===== config.mk =====
export PLATFORM = sky130hd
export DESIGN_NAME = rr_sel_arbiter
export DESIGN_NICKNAME = d
export VERILOG_FILES = /design/src/rtl/rr_sel_arbiter_pkg.sv /design/src/rtl/rr_sel_arbiter_pick4.sv /design/src/rtl/rr_sel_arbiter.sv
export SDC_FILE = /design/constraint.sdc
export NUM_CORES = 1
export LEC_CHECK = 0
export ABC_AREA = 1
export ABC_CLOCK_PERIOD_IN_PS = 1430
export CORE_ASPECT_RATIO = 1.75
export CORE_MARGIN = 2
export CORE_UTILIZATION = 40
export CTS_CLUSTER_SIZE = 20
export DETAILED_ROUTE_END_ITERATION = 16
export MAX_ROUTING_LAYER = met4
export PLACE_DENSITY_LB_ADDON = 0.05
export RECOVER_POWER = 50
export SYNTH_ARGS = -nofsm -noshare
export SYNTH_HDL_FRONTEND = slang
export SYNTH_HIERARCHICAL = 1
export SYNTH_SLANG_ARGS = --single-unit

===== constraint.sdc =====
create_clock -name clk -period 1.43 [get_ports clk]
set_input_delay 0.286 -clock clk [delete_from_list [all_inputs] [get_ports clk]]
set_output_delay 0.286 -clock clk [all_outputs]
set_load 0.03 [all_outputs]

===== src/rtl/rr_sel_arbiter_pkg.sv =====
// Shared definitions for the round-robin select arbiter.
//   state_t : FSM state encoding (IDLE / GRANT)
//   NCH     : number of requesting channels
//   CH_W    : width of a channel index
//   onehot  : channel index -> one-hot grant vector
package rr_sel_arbiter_pkg;

    localparam int unsigned NCH  = 4;
    localparam int unsigned CH_W = 2;

    typedef enum logic {
        ST_IDLE  = 1'b0,
        ST_GRANT = 1'b1
    } state_t;

    function automatic logic [NCH-1:0] onehot(input logic [CH_W-1:0] idx);
        logic [NCH-1:0] v;
        v      = '0;
        v[idx] = 1'b1;
        return v;
    endfunction

endpackage


===== src/rtl/rr_sel_arbiter_pick4.sv =====
// Circular priority scan for four requesters.
// Ports:
//   req    [3:0] in  : request vector
//   last   [1:0] in  : index of the most recent owner
//   winner [1:0] out : first set request scanning last+1, last+2, last+3, last
//   any          out : at least one request is set
module rr_pick4
    import rr_sel_arbiter_pkg::*;
(
    input  logic [NCH-1:0]  req,
    input  logic [CH_W-1:0] last,
    output logic [CH_W-1:0] winner,
    output logic            any
);

    logic [CH_W-1:0] idx;
    logic            found;

    always_comb begin
        winner = '0;
        idx    = '0;
        found  = 1'b0;
        any    = |req;
        // Offset 4 wraps back onto last itself, so it is checked last.
        for (int unsigned i = 1; i <= NCH; i++) begin
            idx = last + CH_W'(i);
            if (!found && req[idx]) begin
                winner = idx;
                found  = 1'b1;
            end
        end
    end

endmodule


===== src/rtl/rr_sel_arbiter.sv =====
// Round-robin arbiter driving the 2-bit select of a 4:1 mux.
// Ports:
//   clk          in  : clock, rising edge
//   rst          in  : synchronous active-high reset
//   req    [3:0] in  : per-channel request (bit i = mux input i)
//   done         in  : owner finished; only looked at while granting
//   gnt    [3:0] out : registered one-hot grant, zero when idle
//   sel    [1:0] out : registered owner index, held through idle
//   busy         out : high while granting
//   timeout      out : one-cycle pulse when the hold limit forces release
module rr_sel_arbiter
    import rr_sel_arbiter_pkg::*;
#(
    parameter int unsigned MAX_HOLD = 16,
    parameter int unsigned CNT_W    = 5
) (
    input  logic            clk,
    input  logic            rst,
    input  logic [NCH-1:0]  req,
    input  logic            done,
    output logic [NCH-1:0]  gnt,
    output logic [CH_W-1:0] sel,
    output logic            busy,
    output logic            timeout
);

    localparam logic [CNT_W-1:0] HOLD_LAST =
        (MAX_HOLD == 0) ? '0 : CNT_W'(MAX_HOLD - 1);

    state_t          state_q, state_d;
    logic [NCH-1:0]  gnt_q, gnt_d;
    logic [CH_W-1:0] sel_q, sel_d;
    logic            busy_q, busy_d;
    logic            timeout_q, timeout_d;
    logic [CNT_W-1:0] hold_cnt_q, hold_cnt_d;
    logic [CH_W-1:0] last_q, last_d;

    logic [CH_W-1:0] winner;
    logic            any;
    logic            limit_hit;
    logic            release_now;

    rr_pick4 u_pick (
        .req    (req),
        .last   (last_q),
        .winner (winner),
        .any    (any)
    );

    always_comb begin
        state_d     = state_q;
        gnt_d       = gnt_q;
        sel_d       = sel_q;
        busy_d      = busy_q;
        timeout_d   = 1'b0;
        hold_cnt_d  = hold_cnt_q;
        last_d      = last_q;
        limit_hit   = (MAX_HOLD != 0) && (hold_cnt_q == HOLD_LAST);
        release_now = 1'b0;

        unique case (state_q)
            ST_IDLE: begin
                if (any) begin
                    state_d    = ST_GRANT;
                    gnt_d      = onehot(winner);
                    sel_d      = winner;
                    busy_d     = 1'b1;
                    hold_cnt_d = '0;
                end
            end
            ST_GRANT: begin
                release_now = done || !req[sel_q] || limit_hit;
                if (release_now) begin
                    state_d   = ST_IDLE;
                    gnt_d     = '0;
                    busy_d    = 1'b0;
                    last_d    = sel_q;
                    // done and a dropped request both take precedence over the limit.
                    timeout_d = limit_hit && !done && req[sel_q];
                end else begin
                    hold_cnt_d = hold_cnt_q + CNT_W'(1);
                end
            end
            default: state_d = ST_IDLE;
        endcase
    end

    always_ff @(posedge clk) begin
        if (rst) begin
            state_q    <= ST_IDLE;
            gnt_q      <= '0;
            sel_q      <= '0;
            busy_q     <= 1'b0;
            timeout_q  <= 1'b0;
            hold_cnt_q <= '0;
            last_q     <= CH_W'(NCH - 1);
        end else begin
            state_q    <= state_d;
            gnt_q      <= gnt_d;
            sel_q      <= sel_d;
            busy_q     <= busy_d;
            timeout_q  <= timeout_d;
            hold_cnt_q <= hold_cnt_d;
            last_q     <= last_d;
        end
    end

    assign gnt     = gnt_q;
    assign sel     = sel_q;
    assign busy    = busy_q;
    assign timeout = timeout_q;

endmodule

==> flow_metrics.py <==
metrics = {
    "place": {
        "gp_congestion": 0.819,
        "io_buffers": 14,
        "dp_hpwl_mm": 2.11,
        "place_area_um2": 1450,
    },
    "worst_setup_path": {
        "path_cells": "buf_4, nand2_1, nand2_2, nand2_4, nand2_4, nor2_8, nand3b_1, nand3_2, nand2_2, or2_1, a21oi_2",
        "critPathArrivalTime_ps": 1770,
        "crit_required_ps": 1610,
        "path_buf_inv": 1,
        "r2r_slack_ps": -150,
        "slowest_stage": "dfxtp_2",
        "critPathMaxStageDelay_ps": 320,
        "critPathMaxFanout": 7,
        "endpoint_kind": "register",
        "crit_type": "register to register",
        "crit_family": "simple AND/OR/NAND/NOR gates",
        "start_kind": "register",
    },
    "global_routing": {
        "grt_pass1_vias": 1123,
        "grt_pass1_wl_mm": 4.73,
        "met3_usage_pct": 1.46,
        "grt_use_total_pct": 19.9,
        "antenna_found_initial": 0,
        "grt-busiest-layer": "met2",
        "grt_max_degree": 10,
        "gr-usage-met1_pct": 17.7,
        "grt_util_met2_pct": 40.7,
        "grt_overflow": 0,
    },
    "sta": {
        "finClkSkew_ps": 2.46,
        "final_max_slew_viol_count": 0,
        "rsz0062_at_grt": "true",
        "slew_headroom_pct": 77.7,
        "period_needed_ps": 1580,
        "max_freq_mhz": 632,
        "fin_crit_sh_pct": 111,
        "hold_slack_ps": 468,
        "setup_viol": 6,
        "finalSetupTns_ps": -593,
        "worst_slew_pin_slew_ps": 334,
        "finalWorstSetupSlack_ps": -152,
        "finalHoldViolCount": 0,
    },
    "power": {
        "p_leak_nw": 0.815,
        "seqPwrFrac_pct": 29.5,
        "swShare_pct": 40.0,
        "power_frac_comb_pct": 52.3,
        "power.internal_mw": 1.09,
        "ir_worst_vdd_uv": 752,
        "power_switching_mw": 0.729,
        "clkPwrFrac_pct": 18.2,
        "power_density_nw_per_um2": 1060,
    },
    "cts": {
        "cts_sinks": 16,
        "h-tree-depth": 1,
        "root_buffer": "clkbuf_8",
        "clk_pin_slew_worst_paths_ps": 60,
        "clock_latency_ps": 240,
        "hold_buffers": 0,
        "numCtsBuffers": 3,
        "cts_tree": "built",
        "clockBufferDepth": 2,
    },
    "route": {
        "drtIter0Drc": 24,
        "wl_per_cell_um": 13.2,
        "vias": 1089,
        "dr.pass1.iters": 4,
        "drcViolationCount": 0,
        "drtAntennaViolNets": 0,
        "wl_mm": 2.85,
        "vias_per_cell": 5.04,
    },
    "synthesis": {
        "synth_fp_nets": 154,
        "synthDistinctLibCells": 28,
        "syn_avg_cell_area_um2": 7.76,
        "yosys_warnings": 6,
        "yosysSeqAreaShare_pct": 28.5,
        "syn-cell-area_um2": 1120,
        "synthCells": 145,
        "ys_ff_latch": 16,
    },
    "floorplan": {
        "die_h_um": 74.2,
        "start_util_pct": 41.8,
        "core_um2": 2690,
        "die_x_um": 44.1,
        "row_count": 25,
        "die_area_um2": 3270,
        "ioPinCount": 15,
    },
    "layout": {
        "layout_common_cells": "buf_4, nand2_1, nand2_2",
        "design_area_um2": 1720,
        "diodes": 0,
        "drive_above_1_share_pct": 57.7,
        "layout_commonest_cell": "buf_4",
        "area_growth_pct": 52.5,
        "nets": 200,
        "utilization_pct": 63.8,
    },
    "flow_run": {
        "drv_cap": 0,
    },
    "run_status": {
        "status": "finished, violations left",
        "violations": "setup timing",
    },
    "hold_path": {
        "hp-class": "register to register",
    },
}
logic make-up after synthesis:
logic type | Yosys count | share of synthesized area [%]
and+or+nand+nor | 83 | 46.6
buffers and inverters | 25 | 10.1
AOI/OAI and AO/OA | 17 | 11.0
DFF | 16 | 28.5
xor gates and xnor gates | 2 | 1.56
adders and majority gates | 2 | 2.22
routing by layer:
metal | share of wire, % | up-vias
met3 | 0.95 | 6
met2 | 63 | 9
li1 | - | 553
met5 | 0 | -
met1 | 35 | 521
met4 | 1.5 | 0
sequential cells by signal, indices dropped and copies added, names as in the netlist:
signal	count
last_q	2
hold_cnt_q	5
state_q	1
gnt	4
timeout	1
busy	1
sel	2
power groups by stage:
stage | Clock, mW | Sequential [mW] | Combinational (mW)
after floorplan | 0 | 0.605 | 0.450
after global placement | 0 | 0.540 | 0.793
after detailed placement | 0 | 0.541 | 0.802
after CTS | 0.346 | 0.538 | 0.942
after global routing | 0.362 | 0.545 | 1.03
final | 0.333 | 0.538 | 0.953
final timing paths:
path                                              from                  end  cells after the start
worst max-delay path            last_q[0]$_SDFFE_PP1P_  gnt[2]$_SDFFE_PP0P_                     11
worst min-delay path               gnt[3]$_SDFFE_PP0P_  gnt[3]$_SDFFE_PP0P_                      2
worst max register to register  last_q[0]$_SDFFE_PP1P_  gnt[2]$_SDFFE_PP0P_                     11
worst min register to register     gnt[3]$_SDFFE_PP0P_  gnt[3]$_SDFFE_PP0P_                      2
metrics by stage:
stage | setup WS (ps) | std cells | total power [mW]
after floorplan | -48.5 | 145 | 1.06
after global placement | -509 | 206 | 1.33
after detailed placement | -547 | 206 | 1.34
after CTS | -159 | 216 | 1.83
after global routing | -227 | 216 | 1.94
final | -152 | 216 | 1.82
synthesized netlist by cell type:
cell type  count  share of area, %
a21oi_2        8               6.2
nand3_1       12               5.3
a21oi_1        4               1.8
nor4_1         1              0.56
nor2_8         1               1.8
o211ai_1       2               1.3
nand2_4        8               8.0
buf_6          2               2.0
o21ai_0        1              0.44
buf_1          1              0.33
dfxtp_1       16                28
nor2_1         5               1.7
or2_1          1              0.56
nand3_2        7               6.2
inv_1         17               5.7
nand2_1       32                11
nand3_4        1               1.6
nor2_4         1               1.0
a211oi_1       1              0.67
inv_2          4               1.3
nand3b_1       1              0.67
nand4_4        1               1.9
a31oi_1        1              0.56
inv_6          1              0.78
nand4_1        2               1.1
xor2_1         2               1.6
nand2_2       10               5.6
ha_1           2               2.2
repair_timing:
action	CTS	global route
endpoints found under the setup margin	22	14
gates resized for setup	59	6
buffers inserted	8	0
pin swaps	22	11
worst register-to-register path: cells and delay by family (launching register included):
kind	cells	cell delay (ps)
simple gates	9	920
flops	1	320
buf+inv	1	160
compound gates	1	130
area by class of cell:
cell class,count,area (µm²)
repair buffers,44,373
multi-input cells,104,845
clock buffers,3,41.3
inverters,22,95.1
well taps,27,33.8
flip-flops and latches,16,328
fillers,252,975
No activity file was read; power rests on OpenSTA's default activity.
